File: src/rtl/fc_argmax_collector.sv
// ---------------------------------------------------------------------------
// fc_argmax_collector
//
// Collects one frame of signed fully-connected layer outputs, one per beat
// with class 0 first. It tracks the running maximum and its class index, then
// presents the winning class on a valid/ready result port.
//
// Ports
//   clk        : single clock; all state changes on its rising edge
//   rst        : synchronous active-high reset
//   in_valid   : in_data/in_last carry a neuron output this cycle
//   in_ready   : block accepts a beat this cycle (high while collecting)
//   in_data    : signed neuron output, DATA_WIDTH bits
//   in_last    : final beat of the frame as seen by the producer
//   out_valid  : class_out/max_value/frame_err hold a fresh result
//   out_ready  : downstream accepts the result
//   class_out  : zero-extended index of the winning class
//   max_value  : signed value of the winning class
//   frame_err  : in_last did not line up with beat NUM_CLASSES-1
// ---------------------------------------------------------------------------
module fc_argmax_collector #(
  parameter int DATA_WIDTH  = 16,
  parameter int NUM_CLASSES = 10
) (
  input  logic                  clk,
  input  logic                  rst,
  input  logic                  in_valid,
  output logic                  in_ready,
  input  logic [DATA_WIDTH-1:0] in_data,
  input  logic                  in_last,
  output logic                  out_valid,
  input  logic                  out_ready,
  output logic [15:0]           class_out,
  output logic [DATA_WIDTH-1:0] max_value,
  output logic                  frame_err
);

  localparam int unsigned IDX_W   = (NUM_CLASSES > 1) ? $clog2(NUM_CLASSES) : 1;
  localparam int unsigned CLASS_W = 16;
  localparam logic [IDX_W-1:0] LAST_IDX = IDX_W'(NUM_CLASSES - 1);

  localparam logic [0:0] COLLECT = 1'b0;
  localparam logic [0:0] HOLD    = 1'b1;

  logic [0:0]                   state;
  logic [0:0]                   state_next;
  logic [IDX_W-1:0]             idx;
  logic signed [DATA_WIDTH-1:0] best_val;
  logic [IDX_W-1:0]             best_idx;

  logic                         accept_c;
  logic                         at_last_idx_c;
  logic                         frame_end_c;
  logic                         take_c;
  logic signed [DATA_WIDTH-1:0] cand_val_c;
  logic [IDX_W-1:0]             cand_idx_c;

  // Beat acceptance and running-max candidate including the current beat.
  // Strict '>' keeps the lower index on ties; beat 0 always seeds the max.
  always_comb begin
    accept_c      = in_valid && in_ready;
    at_last_idx_c = (idx == LAST_IDX);
    frame_end_c   = accept_c && (at_last_idx_c || in_last);
    take_c        = (idx == '0) || ($signed(in_data) > best_val);
    cand_val_c    = best_val;
    cand_idx_c    = best_idx;
    if (take_c) begin
      cand_val_c = $signed(in_data);
      cand_idx_c = idx;
    end
  end

  // Next-state logic.
  always_comb begin
    state_next = state;
    if (state == COLLECT) begin
      if (frame_end_c) begin
        state_next = HOLD;
      end
    end else begin
      if (out_valid && out_ready) begin
        state_next = COLLECT;
      end
    end
  end

  // State register; handshake flags are registered copies of the next state.
  always_ff @(posedge clk) begin
    if (rst) begin
      state     <= COLLECT;
      in_ready  <= 1'b1;
      out_valid <= 1'b0;
    end else begin
      state     <= state_next;
      in_ready  <= (state_next == COLLECT);
      out_valid <= (state_next == HOLD);
    end
  end

  // Frame datapath: beat counter, running max, and the held result.
  always_ff @(posedge clk) begin
    if (rst) begin
      idx       <= '0;
      best_val  <= '0;
      best_idx  <= '0;
      class_out <= '0;
      max_value <= '0;
      frame_err <= 1'b0;
    end else if (accept_c) begin
      best_val <= cand_val_c;
      best_idx <= cand_idx_c;
      if (frame_end_c) begin
        idx       <= '0;
        class_out <= CLASS_W'(cand_idx_c);
        max_value <= cand_val_c;
        // Error when the producer's last marker and our count disagree.
        frame_err <= (in_last != at_last_idx_c);
      end else begin
        idx <= idx + IDX_W'(1);
      end
    end
  end

endmodule

File: config.mk
export PLATFORM = sky130hd
export DESIGN_NAME = fc_argmax_collector
export DESIGN_NICKNAME = d
export VERILOG_FILES = /design/src/rtl/fc_argmax_collector.sv
export SDC_FILE = /design/constraint.sdc
export NUM_CORES = 1
export LEC_CHECK = 0
export ABC_AREA = 1
export BUFFER_PORTS_ARGS = -buffer_cell sky130_fd_sc_hd__buf_2
export CORE_MARGIN = 5
export CORE_UTILIZATION = 50
export DETAILED_ROUTE_END_ITERATION = 8
export PLACE_DENSITY = 0.77
export RECOVER_POWER = 50
export SLEW_MARGIN = 15
export SYNTH_ARGS = -nofsm -noshare
export SYNTH_HDL_FRONTEND = slang
export SYNTH_SLANG_ARGS = --single-unit
export TNS_END_PERCENT = 20
File: constraint.sdc
create_clock -name clk -period 1.9 [get_ports clk]
set_input_delay 0.095 -clock clk [delete_from_list [all_inputs] [get_ports clk]]
set_output_delay 0.095 -clock clk [all_outputs]
set_load 0.005 [all_outputs]
==> results of run 1 <==
==> flip-flops by register name (all words and copies together), names as in the netlist <==
name       count
best_idx       4
best_val      16
class_out      4
frame_err      1
idx            4
in_ready       1
max_value     16
state          1
==> metal layers <==
metal | wire [µm] | global-route usage, % | vias to the layer above
met5 | 0 | 0 | -
met4 | 110 | 6.87 | 0
met3 | 289 | 3.14 | 14
met2 | 3250 | 30.6 | 58
met1 | 2880 | 21.6 | 1182
li1 | - | - | 1317
==> worst max-delay path: cells and delay by family, from the launching register on <==
kind	cells	cell delay, ns
flops	1	0.37
buf+inv	3	0.31
simple gates	11	1.05
fa+ha+maj	1	0.27
==> logic make-up (layout without fill, tap and decap cells) <==
group / Yosys count / in the layout / share of synthesized area [%]
compound gates: 30 / 30 / 5.90
xor+xnor: 1 / 1 / 0.318
fa+ha+maj: 20 / 20 / 9.08
buf+inv: 78 / 129 / 13.5
flops: 47 / 47 / 34.1
other cells: 1 / 12 / 0.136
simple gates: 212 / 212 / 36.9
==> cells in the final DEF, fill, tap and decap left out, drive strengths merged, types with 2 or more instances in the layout <==
cell type    n
nand2      143
a21oi       25
nand4        3
nand3       47
clkinv       2
o21ai        2
conb        12
inv         50
clkbuf      11
nor2        16
buf         66
dfxtp       47
nor3         2
ha          20
==> worst max-delay path by stage <==
stage | from | endpoint | slack, ns | cells past startpoint
5_1_grt | best_val[6]$_SDFFE_PP0P_ | best_val[13]$_SDFFE_PP0P_ | -0.35 | 16
4_1_cts | best_val[11]$_SDFFE_PP0P_ | best_idx[0]$_SDFFE_PP0P_ | -0.10 | 14
2_1_floorplan | best_val[15]$_SDFFE_PP0P_ | best_val[1]$_SDFFE_PP0P_ | 0.07 | 13
6_report | best_val[6]$_SDFFE_PP0P_ | best_val[13]$_SDFFE_PP0P_ | -0.20 | 15
3_5_place_dp | best_val[9]$_SDFFE_PP0P_ | best_val[7]$_SDFFE_PP0P_ | -0.11 | 15
3_3_place_gp | best_val[3]$_SDFFE_PP0P_ | best_val[10]$_SDFFE_PP0P_ | -0.0009 | 17
==> area by class of cell <==
| cell class | instances | area share (%) |
|---|---|---|
| multi-input combinational | 275 | 48.5 |
| tap | 72 | 2.59 |
| inverter | 51 | 5.51 |
| timing repair buffer | 71 | 13.5 |
| sequential | 47 | 27.4 |
| clock inverter | 1 | 0.144 |
| clock buffer | 6 | 2.38 |
==> power groups by stage <==
stage / Sequential (mW) / Combinational [mW] / Clock [mW]
5_1_grt: 1.11 / 0.912 / 0.666
3_3_place_gp: 1.11 / 0.678 / 0
4_1_cts: 1.10 / 0.770 / 0.622
6_report: 1.10 / 0.830 / 0.606
3_5_place_dp: 1.12 / 0.695 / 0
2_1_floorplan: 1.11 / 0.474 / 0
==> stage by stage <==
step / instance area [µm²] / std cells / TNS, ns / power, mW / setup WS, ns
after CTS: 3390 / 523 / -3.20 / 2.49 / -0.102
final: 3470 / 523 / -4.78 / 2.54 / -0.203
after detailed placement: 3140 / 513 / -2.21 / 1.81 / -0.109
after global routing: 3470 / 523 / -10.98 / 2.69 / -0.353
after floorplan: 2800 / 400 / 0 / 1.59 / 0.0687
after global placement: 3140 / 513 / -0.000859 / 1.79 / -0.000859
==> what timing repair did <==
action,4_1_cts,5_1_grt
setup endpoints to repair,40,40
gates resized for setup,30,24
pin swaps,12,9
gates cloned,1,0
setup buffers,2,0
==> results.toml, run 1 <==
[outcome]
status = "finished with violations"
violations = "setup timing"

[synthesis]
synth_top_area_share_pct = 34.1
synth_cell_type_count = 30
ys.flop_type = "dfxtp_1"
ys_seq_elements = 47
yosysMostFrequentCell = "nand2_1"
synth_area_leaders = "dfxtp_1, nand2_1, ha_1"
synth-edff-count = 0
syn_area_um2 = 2760
ys_async_sr_fraction_pct = 0
ys_seq_area_share_pct = 34.1
synth_common_cells = "nand2_1, inv_1, dfxtp_1"
yosys.area.top_type = "dfxtp_1"
postSynthAreaPerCell_um2 = 7.09
yosys_warnings = 0
synthCells = 389

[flow_run]
cap_violations = 0

[global_routing]
grt_pass1_vias = 2395
grt.total_usage_pct = 17.6
grt_max_degree = 27
overflow = 0
antenna_found_initial = 0
grt_pass1_wl_um = 10500

[route]
first_pass_iters = 4
wl_um = 6530
first_iter_violations = 154
viasPerCell = 4.92
wl_per_cell_um = 12.5
drc = 0
num_vias = 2571
antenna_left = 0

[worst_setup_path]
crit_path_cell_trace = "inv_1 > ha_1 > nand2_1 > nor2_1 > nor2_1 > nand2_1 > nand2_2 > nand2_2 > nand2_4 > nand3_4 > buf_4 > nand3_1 > nand3_1 > nand2_1 > inv_1"
crit_type = "register to register"
startpoint_type = "register"
r2r_cells = 15
critPathMaxStageDelay_ns = 0.37
slowest_stage = "dfxtp_1"
cp_max_fo = 5
required_ns = 2.09
r2r_start = "best_val[6]$_SDFFE_PP0P_"
arrival_ns = 2.29
rr_endpoint = "best_val[13]$_SDFFE_PP0P_"
r2r_slack_ns = -0.20
cp-end-kind = "register"
critPathMostFrequentCell = "nand2_1"

[power_and_ir_drop]
power.density_nw_per_um2 = 730
ir_worst_vdd_mv = 0.423
p_switching_mw = 0.838
internal-power_mw = 1.70
power_frac_seq_pct = 43.4
p_leak_nw = 1.82
clockPowerShare_pct = 23.9
pwr-share-comb_pct = 32.7
swShare_pct = 33.0

[timing]
finClkSkew_ns = 0.00518
worstMarginPinSlew_ns = 0.520
hold-worst-slack_ns = 0.0758
finalCritPeriodShare_pct = 111
rsz0062_at_grt = "true"
max_freq_ghz = 0.476
finalHoldViolations = 0
min_period_ns = 2.10
slew_headroom_pct = 65.2
setup_viol_count_final = 40
setup_slack_ns = -0.203
final_max_slew_viol_count = 0

[cts]
clock-root-buffer = "clkbuf_8"
clk_pin_slew_worst_paths_ns = 0.09
cts_tree = "built"
clkLatencyLatePin_ns = 0.29
cts_buffer_depth = 2
hold_buffers = 0
cts_inserted_buffers = 5
cts_sinks = 47
h-tree-depth = 2

[die]
dieArea_um2 = 7100
die_h_um = 84.3
core.rowCount = 27
ios = 56
die_w_um = 84.3
initial_core_util_pct = 50.7
core-area_um2 = 5440

[hold_path]
hold_path_class = "primary input to register"
holdPathEnd = "state$_SDFF_PP0_"
hold_path.startpoint = "out_ready"
worstHoldPathCells = 4

[finish]
drive_gt1_share_pct = 32.2
post-route-util_pct = 63.9
fillers = 456
fin_nets = 492
antennaDiodeCount = 0
regArea_um2 = 953
syn_to_final_growth_pct = 26.1
multi_input_area_um2 = 1680

[placement]
hpwl_um = 4500
place_congestion = 0.816
portBuffers = 43
Note: power is estimated with default switching activity, not from simulation.
==> inputs of run 2 (changes only) <==
--- a/config.mk
+++ b/config.mk
@@ -12,6 +12,7 @@
 export DETAILED_ROUTE_END_ITERATION = 8
 export PLACE_DENSITY = 0.77
 export RECOVER_POWER = 50
+export SKIP_LAST_GASP = 1
 export SLEW_MARGIN = 15
 export SYNTH_ARGS = -nofsm -noshare
 export SYNTH_HDL_FRONTEND = slang
==> run 2 against run 1 <==
Compared with the run above: the run still ends with setup timing left; fmax grew 0.29%; combinational power shrank 1%; sequential power is essentially flat; register-to-register slack is essentially flat; critical path depth is the same; worst setup slack gained 0.0061 ns; worst hold slack lost 0.0010 ns; first-iteration DRC count shrank 23%; via count shrank 0.70%; die area is the same; final cell count is the same; sequential share of layout area grew 0.12 points; critical path type unchanged; largest power group unchanged; highest routed layer unchanged.
==> results.toml, run 2 (synthesized netlist as in run 1, its figures left out) <==
[worst_setup_path]
startpoint_type = "register"
cp-end-kind = "register"
arrival_ns = 2.28
cp_max_fo = 5
required_ns = 2.09
r2r_slack_ns = -0.20
crit_type = "register to register"

[die]
initial_core_util_pct = 50.7
die_h_um = 84.3
die_w_um = 84.3
ios = 56
core.rowCount = 27
core-area_um2 = 5440
dieArea_um2 = 7100

[global_routing]
grt_pass1_wl_um = 10500
grt.total_usage_pct = 17.6
antenna_found_initial = 0
overflow = 0
grt_max_degree = 27
grt_pass1_vias = 2399

[route]
wl_per_cell_um = 12.3
first_iter_violations = 118
antenna_left = 0
first_pass_iters = 4
wl_um = 6410
num_vias = 2553
drc = 0
viasPerCell = 4.88

[power_and_ir_drop]
ir_worst_vdd_mv = 0.426
clockPowerShare_pct = 24.0
p_total_mw = 2.53
p_switching_mw = 0.830
internal-power_mw = 1.70
power.density_nw_per_um2 = 730
pwr-share-comb_pct = 32.5
swShare_pct = 32.9
power_frac_seq_pct = 43.5
p_leak_nw = 1.82

[finish]
fin_area_um2 = 3460
fillers = 460
syn_to_final_growth_pct = 25.5
layout_common_cells = "nand2_1, inv_1, buf_2"
final_common_cell = "nand2_1"
fin_cells = 523
largestRegisters = "best_val x16, max_value x16"
drive_gt1_share_pct = 31.7
antennaDiodeCount = 0
fin_nets = 492

[placement]
hpwl_um = 4500
place_congestion = 0.816
place_inst = 513
portBuffers = 43
placed_area_um2 = 3140

[timing]
setup_viol_count_final = 40
finClkSkew_ns = 0.00429
finalHoldViolations = 0
hold-worst-slack_ns = 0.0748
rsz0062_at_grt = "true"
tns_ns = -3.75
setup_slack_ns = -0.197
final_max_slew_viol_count = 0
max_freq_ghz = 0.477
finalCritPeriodShare_pct = 110
min_period_ns = 2.10

[cts]
cts_sinks = 47
cts_buffer_depth = 2
clock-root-buffer = "clkbuf_8"
cts_inserted_buffers = 5
hold_buffers = 0
cts_tree = "built"
h-tree-depth = 2
clk_pin_slew_worst_paths_ns = 0.08
clkLatencyLatePin_ns = 0.29

[outcome]
status = "finished with violations"
violations = "setup timing"

[flow_run]
cap_violations = 0

[hold_path]
hold_path_class = "primary input to register"
## run 2: final cells by class
type	count	area [µm²]	share of cell area, %
Clock inverter	1	5.00	0.145
Multi-Input combinational cell	275	1670	48.2
Timing Repair Buffer	71	468	13.5
Sequential cell	47	953	27.6
Tap cell	72	90.1	2.60
Clock buffer	6	82.6	2.39
Inverter	51	191	5.53
## run 2: power by group through the flow
| stage | Clock [mW] | Sequential (mW) | Combinational, mW |
|---|---|---|---|
| global route | 0.666 | 1.11 | 0.904 |
| global placement | 0 | 1.11 | 0.678 |
| floorplan | 0 | 1.11 | 0.474 |
| detailed placement | 0 | 1.12 | 0.695 |
| finish | 0.606 | 1.10 | 0.820 |
| CTS | 0.622 | 1.10 | 0.769 |
## run 2: routing by layer
metal | up-vias | wire (µm) | track usage [%]
met3 | 20 | 356 | 3.14
met2 | 75 | 3160 | 30.6
met4 | 0 | 146 | 6.87
met1 | 1141 | 2750 | 21.6
li1 | 1317 | - | -
met5 | - | 0 | 0
## run 2: stage by stage
step | worst slack [ns] | util [%]
after global placement | -0.000859 | 57.7
after global routing | -0.297 | 63.6
final | -0.197 | 63.6
after CTS | -0.102 | 62.2
after floorplan | 0.0687 | -
after detailed placement | -0.109 | 57.7
## run 2: worst paths after layout
path                             start                   endpoint  cells past startpoint
max           best_val[5]$_SDFFE_PP0P_  best_val[13]$_SDFFE_PP0P_                     15
min                          out_ready           state$_SDFF_PP0_                      4
max reg2reg   best_val[5]$_SDFFE_PP0P_  best_val[13]$_SDFFE_PP0P_                     15
min reg2reg  class_out[1]$_SDFFE_PP0P_  class_out[1]$_SDFFE_PP0P_                      2
## run 2: worst max-delay path, stage by stage, from the launching register on
cell and delay [ns]:
dfxtp_2 0.34, inv_1 0.05, ha_1 0.30, a21oi_2 0.14, nor2_1 0.05, nor2_1 0.08, nand2_1 0.07, nand2_2 0.11
nand2_2 0.09, nand2_4 0.08, nand3_4 0.12, buf_4 0.20, nand3_1 0.10, nand3_1 0.12, nand2_1 0.10, inv_1 0.05
## run 2: timing repair
action / CTS / global route
resized for setup: 29 / 23
endpoints found under the setup margin: 40 / 40
pin swaps: 12 / 9
gates cloned: 1 / 0
setup buffers: 2 / 0
